--- src/rtl/exception_pkg.sv ---
// ----------------------------------------------------------------------------
// exception_pkg
// Shared types and constants for the LEGv8 exception controller.
//   exc_state_t    : controller FSM states (RUN, ACK, HANDLER)
//   ESEL_*         : EDataSel encodings for exception-register reads
//   EXC_VEC_BASE   : default vector address of source 0
//   EXC_VEC_STRIDE : default byte distance between source vectors
// ----------------------------------------------------------------------------
package exception_pkg;

    typedef enum logic [1:0] {
        RUN     = 2'd0,
        ACK     = 2'd1,
        HANDLER = 2'd2
    } exc_state_t;

    localparam logic [1:0] ESEL_ELR   = 2'b00;
    localparam logic [1:0] ESEL_ESR   = 2'b01;
    localparam logic [1:0] ESEL_PEND  = 2'b10;
    localparam logic [1:0] ESEL_CAUSE = 2'b11;

    localparam logic [63:0] EXC_VEC_BASE   = 64'hD8;
    localparam logic [63:0] EXC_VEC_STRIDE = 64'h8;

endpackage

--- src/rtl/exception_unit_if.sv ---
// ----------------------------------------------------------------------------
// exception_unit_if
// Bundles every datapath-facing signal of the exception controller.
//   master : datapath side (drives requests, PCs, ERet, read select)
//   slave  : exception_unit side (drives ExcAck, redirect, branch, read data)
// Parameters N (data/address width) and NSRC (source count) must match the
// exception_unit instance this interface is connected to.
// ----------------------------------------------------------------------------
interface exception_unit_if #(
    parameter int N    = 64,
    parameter int NSRC = 4
) ();

    logic [NSRC-1:0]   exc_req;
    logic [NSRC-1:0]   exc_en;
    logic [4*NSRC-1:0] EStatus;
    logic              ERet;
    logic [N-1:0]      NextPC_X;
    logic [N-1:0]      imem_addr_X;
    logic [N-1:0]      ALUBranch_X;
    logic [1:0]        EDataSel;

    logic              ExcAck;
    logic              EProc_X;
    logic [N-1:0]      PCBranch_X;
    logic [N-1:0]      readData_X;
    logic [N-1:0]      EVAddr_X;

    modport master (
        output exc_req, exc_en, EStatus, ERet, NextPC_X, imem_addr_X,
               ALUBranch_X, EDataSel,
        input  ExcAck, EProc_X, PCBranch_X, readData_X, EVAddr_X
    );

    modport slave (
        input  exc_req, exc_en, EStatus, ERet, NextPC_X, imem_addr_X,
               ALUBranch_X, EDataSel,
        output ExcAck, EProc_X, PCBranch_X, readData_X, EVAddr_X
    );

endinterface

--- src/rtl/exception_unit_prio_enc.sv ---
// ----------------------------------------------------------------------------
// exc_prio_enc
// Fixed-priority encoder over the candidate vector; bit 0 wins.
//   cand   in  NSRC          candidate (pending & enabled) sources
//   valid  out 1             at least one candidate set
//   idx    out clog2(NSRC)   index of the winning source
//   onehot out NSRC          one-hot of the winning source
// ----------------------------------------------------------------------------
module exc_prio_enc #(
    parameter int NSRC = 4,
    parameter int IDXW = $clog2(NSRC)
) (
    input  logic [NSRC-1:0] cand,
    output logic            valid,
    output logic [IDXW-1:0] idx,
    output logic [NSRC-1:0] onehot
);

    // Scan from the top down so the lowest set bit is the last one written.
    always_comb begin
        valid  = 1'b0;
        idx    = '0;
        onehot = '0;
        for (int i = NSRC - 1; i >= 0; i--) begin
            if (cand[i]) begin
                valid     = 1'b1;
                idx       = IDXW'(i);
                onehot    = '0;
                onehot[i] = 1'b1;
            end
        end
    end

endmodule

--- src/rtl/exception_unit.sv ---
// ----------------------------------------------------------------------------
// exception_unit
// Exception controller for the single-cycle LEGv8 datapath. Latches NSRC
// request pulses as pending, takes the highest-priority enabled one while in
// RUN, redirects fetch to the per-source vector, saves ELR/ESR/ECAUSE and
// blocks nesting until ERet.
//   clk    in  clock
//   reset  in  synchronous, active-high reset
//   bus    exception_unit_if.slave:
//          exc_req/exc_en/EStatus   per-source request, enable, status
//          ERet                     return-from-exception in execute
//          imem_addr_X/NextPC_X     current PC / PC+4
//          ALUBranch_X              branch target from execute
//          EDataSel                 exception-register read select
//          ExcAck                   registered acknowledge (high in ACK)
//          EProc_X/EVAddr_X         fetch redirect and vector address
//          PCBranch_X               branch target into fetch
//          readData_X               selected exception register
// ----------------------------------------------------------------------------
module exception_unit
    import exception_pkg::*;
#(
    parameter int            N          = 64,
    parameter int            NSRC       = 4,
    parameter logic [N-1:0]  VEC_BASE   = N'(EXC_VEC_BASE),
    parameter logic [N-1:0]  VEC_STRIDE = N'(EXC_VEC_STRIDE)
) (
    input logic              clk,
    input logic              reset,
    exception_unit_if.slave  bus
);

    localparam int IDXW = $clog2(NSRC);

    exc_state_t      state_q, state_d;
    logic [NSRC-1:0] pend_q;
    logic [N-1:0]    elr_q;
    logic [3:0]      esr_q;
    logic [IDXW-1:0] ecause_q;
    logic            exc_ack_q;

    logic [NSRC-1:0] cand;
    logic            win_valid;
    logic [IDXW-1:0] win_idx;
    logic [NSRC-1:0] win_onehot;
    logic            take;
    logic [NSRC-1:0] take_onehot;

    assign cand = pend_q & bus.exc_en;

    exc_prio_enc #(
        .NSRC (NSRC),
        .IDXW (IDXW)
    ) u_prio (
        .cand   (cand),
        .valid  (win_valid),
        .idx    (win_idx),
        .onehot (win_onehot)
    );

    // Takes are only allowed from RUN, which is what prevents nesting.
    assign take        = (state_q == RUN) && win_valid;
    assign take_onehot = take ? win_onehot : '0;

    always_ff @(posedge clk) begin
        if (reset) begin
            state_q <= RUN;
        end else begin
            state_q <= state_d;
        end
    end

    // ERet in ACK short-circuits straight back to RUN.
    always_comb begin
        state_d = state_q;
        case (state_q)
            RUN:     if (take)     state_d = ACK;
            ACK:     if (bus.ERet) state_d = RUN;
                     else          state_d = HANDLER;
            HANDLER: if (bus.ERet) state_d = RUN;
            default:               state_d = RUN;
        endcase
    end

    // A new pulse wins over the clear of the bit being taken, so a request
    // arriving on the take cycle for the same source is not lost.
    always_ff @(posedge clk) begin
        if (reset) begin
            pend_q    <= '0;
            elr_q     <= '0;
            esr_q     <= '0;
            ecause_q  <= '0;
            exc_ack_q <= 1'b0;
        end else begin
            pend_q    <= (pend_q & ~take_onehot) | bus.exc_req;
            exc_ack_q <= take;
            if (take) begin
                elr_q    <= bus.imem_addr_X;
                esr_q    <= bus.EStatus[4*int'(win_idx) +: 4];
                ecause_q <= win_idx;
            end
        end
    end

    assign bus.ExcAck     = exc_ack_q;
    assign bus.EProc_X    = take;
    assign bus.EVAddr_X   = take ? (VEC_BASE + N'(win_idx) * VEC_STRIDE) : VEC_BASE;
    assign bus.PCBranch_X = bus.ERet ? elr_q : bus.ALUBranch_X;

    always_comb begin
        bus.readData_X = '0;
        case (bus.EDataSel)
            ESEL_ELR:   bus.readData_X = elr_q;
            ESEL_ESR:   bus.readData_X = N'(esr_q);
            ESEL_PEND:  bus.readData_X = N'(pend_q);
            ESEL_CAUSE: bus.readData_X = N'(ecause_q);
            default:    bus.readData_X = '0;
        endcase
    end

endmodule
--- src/flat_wrapper.sv ---
// flat-port wrapper written by rule: the top's interface ports become plain ports
module exception_unit_flat import exception_pkg::*;
#(
    parameter int            N          = 64,
    parameter int            NSRC       = 4,
    parameter logic [N-1:0]  VEC_BASE   = N'(EXC_VEC_BASE),
    parameter logic [N-1:0]  VEC_STRIDE = N'(EXC_VEC_STRIDE)
)
  (clk, reset, bus_exc_req, bus_exc_en, bus_EStatus, bus_ERet, bus_NextPC_X, bus_imem_addr_X, bus_ALUBranch_X, bus_EDataSel, bus_ExcAck, bus_EProc_X, bus_PCBranch_X, bus_readData_X, bus_EVAddr_X);
  exception_unit_if #(.N(N), .NSRC(NSRC)) bus_i ();
  input logic clk;
  input logic reset;
  input wire logic [$bits(bus_i.exc_req)-1:0] bus_exc_req;
  input wire logic [$bits(bus_i.exc_en)-1:0] bus_exc_en;
  input wire logic [$bits(bus_i.EStatus)-1:0] bus_EStatus;
  input wire logic [$bits(bus_i.ERet)-1:0] bus_ERet;
  input wire logic [$bits(bus_i.NextPC_X)-1:0] bus_NextPC_X;
  input wire logic [$bits(bus_i.imem_addr_X)-1:0] bus_imem_addr_X;
  input wire logic [$bits(bus_i.ALUBranch_X)-1:0] bus_ALUBranch_X;
  input wire logic [$bits(bus_i.EDataSel)-1:0] bus_EDataSel;
  output wire logic [$bits(bus_i.ExcAck)-1:0] bus_ExcAck;
  output wire logic [$bits(bus_i.EProc_X)-1:0] bus_EProc_X;
  output wire logic [$bits(bus_i.PCBranch_X)-1:0] bus_PCBranch_X;
  output wire logic [$bits(bus_i.readData_X)-1:0] bus_readData_X;
  output wire logic [$bits(bus_i.EVAddr_X)-1:0] bus_EVAddr_X;
  assign bus_i.exc_req = bus_exc_req;
  assign bus_i.exc_en = bus_exc_en;
  assign bus_i.EStatus = bus_EStatus;
  assign bus_i.ERet = bus_ERet;
  assign bus_i.NextPC_X = bus_NextPC_X;
  assign bus_i.imem_addr_X = bus_imem_addr_X;
  assign bus_i.ALUBranch_X = bus_ALUBranch_X;
  assign bus_i.EDataSel = bus_EDataSel;
  assign bus_ExcAck = bus_i.ExcAck;
  assign bus_EProc_X = bus_i.EProc_X;
  assign bus_PCBranch_X = bus_i.PCBranch_X;
  assign bus_readData_X = bus_i.readData_X;
  assign bus_EVAddr_X = bus_i.EVAddr_X;
  exception_unit #(.N(N), .NSRC(NSRC), .VEC_BASE(VEC_BASE), .VEC_STRIDE(VEC_STRIDE)) u_core (.clk(clk), .reset(reset), .bus(bus_i));
endmodule
--- config.mk ---
export PLATFORM = sky130hd
export DESIGN_NAME = exception_unit_flat
export DESIGN_NICKNAME = d
export VERILOG_FILES = /design/src/rtl/exception_pkg.sv /design/src/rtl/exception_unit_if.sv /design/src/rtl/exception_unit_prio_enc.sv /design/src/rtl/exception_unit.sv /design/src/flat_wrapper.sv
export SDC_FILE = /design/constraint.sdc
export NUM_CORES = 1
export LEC_CHECK = 0
export ABC_AREA = 1
export BUFFER_PORTS_ARGS = -buffer_cell sky130_fd_sc_hd__buf_2
export CAP_MARGIN = 15
export CORE_AREA = 2 2 163 165
export CTS_BUF_LIST = sky130_fd_sc_hd__clkbuf_8 sky130_fd_sc_hd__clkbuf_16
export CTS_CLUSTER_DIAMETER = 40
export CTS_CLUSTER_SIZE = 30
export DETAILED_ROUTE_END_ITERATION = 7
export DIE_AREA = 0 0 165 167
export GPL_TIMING_DRIVEN = 0
export SYNTH_ARGS = -nofsm -noshare
export SYNTH_HDL_FRONTEND = slang
export SYNTH_SLANG_ARGS = --single-unit
--- constraint.sdc ---
create_clock -name clk -period 1.3 [get_ports clk]
set_input_delay 0.13 -clock clk [delete_from_list [all_inputs] [get_ports clk]]
set_output_delay 0.13 -clock clk [all_outputs]
set_load 0.02 [all_outputs]
==> impl_metrics.tcl, run 1 <==
set metrics [dict create \
    status "complete, but fails checks" \
    violations "setup timing" \
    hold_end "u_core.pend_q[0]" \
    rsz0062_at_grt "true" \
    start_kind "flip-flop" \
    fillers 2785 \
    root_buffer "clkbuf_16" \
    die_h_um 167 \
    min_from "bus_exc_req[0]" \
    dr.pass1.iters 4 \
    max_slew_margin 0.5711 \
    coreArea_sq_um 25760 \
    critPathKind "reg2out" \
    reg2reg_from "u_core.pend_q[3]" \
    yosys_register_bits 77 \
    synthCells 683 \
    syn_area_sq_um 4528 \
    tightest_slew_ns 0.6434 \
    h-tree-depth 3 \
    wl_per_cell_um 14.89 \
    die-area_sq_um 27560 \
    yosysSeqAreaShare 0.3404 \
    regToRegEndpoint "u_core.elr_q[52]" \
    synth.area.top_cells "dfxtp_1, nor2_1, buf_4" \
    finalPower_uw 8755 \
    cts_num_sinks 77 \
    cp_max_fo 4 \
    cts_tree "done" \
    place_congestion 0.8186 \
    ys_warn_count 0 \
    avgSynthCellArea_sq_um 6.630 \
    yosys.area.top_type_share 0.3404 \
    crit_arrival_ns 1.52 \
    cellLeakagePower_uw 0.004129 \
    drc 0 \
    antenna_found_initial 1 \
    nNetsFinal 1295 \
    vias 5664 \
    drv_cap 0 \
    grt_overflow 0 \
    hold_class "in2reg" \
    cts_buffer_depth 2 \
    synthToLayoutAreaGrowth_pct 77.04 \
    min_period_over_period 1.266 \
    reg2regPathDepth 8 \
    dp_slack_ns -1.175 \
    dp_hpwl_um 15380 \
    fin_util 0.3112 \
    grt_pass1_vias 5284 \
    final_max_slew_viol_count 0 \
    drive_above_1_share 0.4824 \
    finalWorstSetupSlack_ns -0.3458 \
    period_minus_slack_ns 1.646 \
    power_per_cell_area_nw_per_um2 1092 \
    hold_viol 0 \
    antenna_left 0 \
    fp-row-count 59 \
    r2r_slack_ns -0.31 \
    fmax_mhz 607.6 \
    die_w_um 165 \
    ioPinCount 415 \
    clock_latency_ns 0.34 \
    ir_worst_vdd_v 0.0005027 \
    finalSetupViolCount 77 \
    initial_core_util 0.1758 \
    numCtsBuffers 9 \
    grt_first_pass_wirelength_um 29480 \
    via_per_inst 4.008 \
    required_ns 1.17 \
    clkTransAtPathRegs_ns 0.06 \
    yosys.area.top_type "dfxtp_1" \
    antenna_cells_inserted 0 \
    grtUsageTotal 0.1435 \
    critPathCaptureType "output port" \
    synth_cell_types 24 \
    first_iter_violations 217 \
    finalClockSkew_ns 0.007301 \
    drt-total-wl_um 21030 \
    portBuffers 286 \
    grt_max_degree 13 \
    hold_depth 3 \
]
[report_power, final]
part	switching [uW]	internal, uW
Combinational	2110	1620
Sequential	103	2660
Clock	999	1260
Total	3210	5540
[through the flow]
| step | hold slack [ns] | setup TNS [ns] | cells | area [sq um] |
|---|---|---|---|---|
| 2_1_floorplan | 0.2474 | -2.243 | 742 | 4811 |
| 3_3_place_gp | 0.3379 | -134.58 | 1363 | 6661 |
| 3_5_place_dp | 0.3520 | -134.23 | 1363 | 6661 |
| 4_1_cts | 0.006148 | -22.07 | 1407 | 7764 |
| 5_1_grt | 0.03047 | -21.89 | 1413 | 8016 |
| 6_report | 0.02823 | -16.15 | 1413 | 8016 |
[registers in the layout, summed over array words and instances, names as in the netlist]
register and count:
u_core.ecause_q 2, u_core.bus.ExcAck 1, u_core.esr_q 4, u_core.elr_q 64
u_core.state_q 2, u_core.pend_q 4
[final cells by class]
type / count / area [sq um] / area share
sequential: 77 / 1559 / 0.1945
buffer: 105 / 922.1 / 0.1150
tap: 335 / 419.2 / 0.05229
clock buffer: 9 / 225.2 / 0.02809
timing repair buffer: 321 / 1957 / 0.2441
clock inverter: 7 / 35.03 / 0.004370
inverter: 92 / 352.8 / 0.04401
multi-input combinational: 467 / 2546 / 0.3176
[routing by layer]
| metal | track usage | routed length, um | part of all wire |
|---|---|---|---|
| met1 | 0.1659 | 8677 | 0.41 |
| met2 | 0.2542 | 10370 | 0.49 |
| met3 | 0.03611 | 1520 | 0.072 |
| met4 | 0.04953 | 452 | 0.021 |
| met5 | 0 | 13 | 0.00062 |
[synth_stat cells, drive strengths merged]
cell type / n
o21ai: 4
nand3: 31
clkbuf: 28
inv: 91
mux2: 4
a211oi: 60
dfxtp: 77
nor3b: 1
conb: 2
ha: 1
buf: 78
nand2: 37
o311ai: 2
clkinv: 1
a21oi: 74
nand4: 2
nor2: 190
[how the worst max path moves through the flow]
stage	end	start	slack [ns]	depth (start not counted)
after floorplan	bus_readData_X[10]	bus_EDataSel[1]	-0.03	5
after global placement	bus_PCBranch_X[33]	bus_ERet	-1.19	5
after detailed placement	bus_PCBranch_X[33]	bus_ERet	-1.17	5
after CTS	bus_EVAddr_X[4]	u_core.pend_q[0]	-0.37	8
after global routing	bus_EVAddr_X[4]	u_core.pend_q[3]	-0.41	8
final	bus_EVAddr_X[4]	u_core.pend_q[1]	-0.35	7
[cell usage in the layout, fill, tap and decap left out, drive strengths merged, types with 2 or more instances in the layout]
cell / n
conb: 61
inv: 93
clkinv: 5
a21oi: 74
buf: 397
clkbuf: 36
nand4: 2
dfxtp: 77
a211oi: 60
nand3: 31
o311ai: 2
o21ai: 4
nand2: 37
nor2: 190
mux2: 4
[kinds of logic (layout without fill, tap and decap cells)]
| logic type | after synthesis | after routing | share of synthesized area |
|---|---|---|---|
| and+or+nand+nor | 261 | 261 | 0.2291 |
| buffers and inverters | 198 | 534 | 0.2222 |
| AOI/OAI and AO/OA | 140 | 140 | 0.1940 |
| DFF | 77 | 77 | 0.3404 |
| muxes | 4 | 4 | 0.009947 |
| other | 2 | 61 | 0.001659 |
| adders and majority gates | 1 | 1 | 0.002763 |
[what timing repair did]
item / in CTS / in global routing
setup endpoints to repair: 205 / 126
cloned: 5 / 2
hold endpoints to repair: 1 / 0
setup buffers: 22 / 7
pin swaps: 19 / 13
resized for setup: 151 / 57
hold buffers: 1 / 0
[worst max-delay path, stage by stage, from the launching register on]
cell and delay [ns]:
dfxtp_4 0.37, nand2_4 0.09, nand2_8 0.06, a21oi_4 0.14, inv_2 0.07, ha_4 0.28
nand2_4 0.05, buf_6 0.12
(Power assumes the default switching activity.)
==> run 2, diff against run 1 <==
==> constraint.sdc (replaced) <==
create_clock -name clk -period 1.3 [get_ports clk]
set_input_delay 0.26 -clock clk [delete_from_list [all_inputs] [get_ports clk]]
set_output_delay 0.26 -clock clk [all_outputs]
set_load 0.02 [all_outputs]
==> impl_metrics.tcl, run 2 (same netlist as run 1, synthesis figures left out) <==
set metrics [dict create \
    synthToLayoutAreaGrowth_pct 150.8 \
    power.share.clock 0.240 \
    intPower_uw 6805 \
    rsz0062_at_grt "true" \
    grt_pass1_vias 6069 \
    power_per_cell_area_nw_per_um2 955.1 \
    largestRegisters "u_core.elr_q (64), u_core.esr_q (4), u_core.pend_q (4)" \
    finalWorstSetupSlack_ns -0.4684 \
    h-tree-depth 3 \
    cp_max_fo 4 \
    first_iter_violations 178 \
    comb_power_share 0.499 \
    hold_ws_ns 0.1614 \
    vias 6104 \
    cts_hold_buf 0 \
    antenna_found_initial 0 \
    cp_common_cell "nand2_4" \
    ioPinCount 415 \
    path_cells "nand2_4 > nand2_4 > o21ai_4 > buf_6 > inv_6 > buf_8 > nand2_4 > buf_6" \
    drv_cap 0 \
    start_kind "flip-flop" \
    antenna_cells_inserted 0 \
    die_h_um 167 \
    power.switching_uw 4041 \
    dpl.cell_count 1363 \
    via_per_inst 4.169 \
    grt_first_pass_wirelength_um 36180 \
    finalClockSkew_ns 0.007565 \
    clock_latency_ns 0.34 \
    drive_above_1_share 0.7121 \
    die_w_um 165 \
    top_register "u_core.elr_q" \
    cts_buffer_depth 2 \
    grt_max_degree 14 \
    initial_core_util 0.1758 \
    wl_per_cell_um 17.64 \
    hold_viol 0 \
    cts_tree "done" \
    finalPower_uw 10850 \
    slowest_delay_ns 0.35 \
    coreArea_sq_um 25760 \
    finalNonFillerCells 1464 \
    largest_register_ffs 64 \
    tightest_slew_ns 0.6150 \
    status "complete, but fails checks" \
    drt-total-wl_um 25820 \
    dr.pass1.iters 4 \
    most-common-layout-cells "buf_2, buf_6, nor2_4" \
    final_common_cell "buf_2" \
    critPathCaptureType "output port" \
    portBuffers 286 \
    antenna_left 0 \
    violations "setup timing" \
    finalSetupViolCount 184 \
    period_minus_slack_ns 1.768 \
    dp_hpwl_um 16420 \
    numCtsBuffers 9 \
    root_buffer "clkbuf_16" \
    clkTransAtPathRegs_ns 0.06 \
    seqPwrFrac 0.261 \
    nNetsFinal 1346 \
    min_period_over_period 1.360 \
    cts_num_sinks 77 \
    cellLeakagePower_uw 0.005002 \
    drc 0 \
    fillers 2429 \
    critPathKind "reg2out" \
    grtUsageTotal 0.1785 \
    die-area_sq_um 27560 \
    cpMaxStageDelayCell "dfxtp_4" \
    hold_class "in2reg" \
    final_max_slew_viol_count 0 \
    grt_overflow 0 \
    required_ns 1.04 \
    max_slew_margin 0.5900 \
    crit_arrival_ns 1.51 \
    place_congestion 0.8082 \
    fmax_mhz 565.5 \
    p_sw_frac 0.3726 \
    fp-row-count 59 \
    fin_tns_setup_ns -37.29 \
    ir_worst_vdd_v 0.0006797 \
]
==> run 2: cell types whose count changed in the layout (fill, tap and decap cells not counted), sizes merged <==
| cell | previous run | this run |
|---|---|---|
| bufinv | 0 | 1 |
| bufbuf | 1 | 0 |
| clkinvlp | 1 | 3 |
| buf | 397 | 434 |
| clkbuf | 36 | 52 |
| inv | 93 | 92 |
| clkinv | 5 | 3 |
| dlygate4sd3 | 1 | 0 |
==> run 2: metrics by stage <==
step	setup slack, ns	area (sq um)	util
global route	-0.5292	11360	0.4408
detailed placement	-0.8269	7914	0.3072
global placement	-0.7946	7914	0.3072
floorplan	-0.2524	6063	-
finish	-0.4684	11360	0.4408
CTS	-0.4893	10720	0.4159
==> run 2: power groups by stage <==
stage | clock [uW] | combinational [uW] | sequential, uW
after CTS | 2690 | 5010 | 2800
final | 2600 | 5410 | 2830
after global routing | 2780 | 5730 | 2860
after floorplan | 0 | 2500 | 2780
after global placement | 0 | 3480 | 2800
after detailed placement | 0 | 3500 | 2810
==> run 2: final cells by class <==
| class | instances | area, sq um | share of cell area |
|---|---|---|---|
| Inverter | 92 | 389.1 | 0.03427 |
| Buffer | 103 | 1109 | 0.09762 |
| Multi-Input combinational cell | 467 | 4004 | 0.3526 |
| Timing Repair inverter | 1 | 16.27 | 0.001432 |
| Clock buffer | 10 | 239.0 | 0.02104 |
| Sequential cell | 77 | 1579 | 0.1390 |
| Tap cell | 335 | 419.2 | 0.03691 |
| Timing Repair Buffer | 373 | 3538 | 0.3116 |
| Clock inverter | 6 | 62.56 | 0.005509 |
==> run 2: metal layers <==
| layer | global-route usage | vias to the layer above | wire [um] |
|---|---|---|---|
| met4 | 0.05747 | 0 | 616 |
| met1 | 0.2031 | 2840 | 10070 |
| met3 | 0.03861 | 38 | 1519 |
| met2 | 0.3266 | 256 | 13610 |
| li1 | - | 2970 | - |
| met5 | 0 | - | 0 |
==> run 2: critical path: cells and delay by family (launching register included) <==
kind,cells,cell delay (ns)
compound gates,1,0.20
simple gates,3,0.19
buf+inv,4,0.42
flops,1,0.35
==> run 2: worst paths after layout <==
path                           start                  to  slack [ns]  cells past startpoint
setup / recovery    u_core.pend_q[0]     bus_EVAddr_X[4]       -0.47                      8
hold / removal        bus_exc_req[2]    u_core.pend_q[2]        0.16                      3
setup reg to reg    u_core.pend_q[0]     u_core.elr_q[8]       -0.42                     11
hold reg to reg   u_core.ecause_q[0]  u_core.ecause_q[0]        0.48                      2
==> run 2: repair_timing <==
action | 4_1_cts | 5_1_grt
endpoints found under the setup margin | 209 | 207
buffers inserted | 44 | 24
cloned | 22 | 1
resized for setup | 502 | 149
pin swaps | 50 | 59
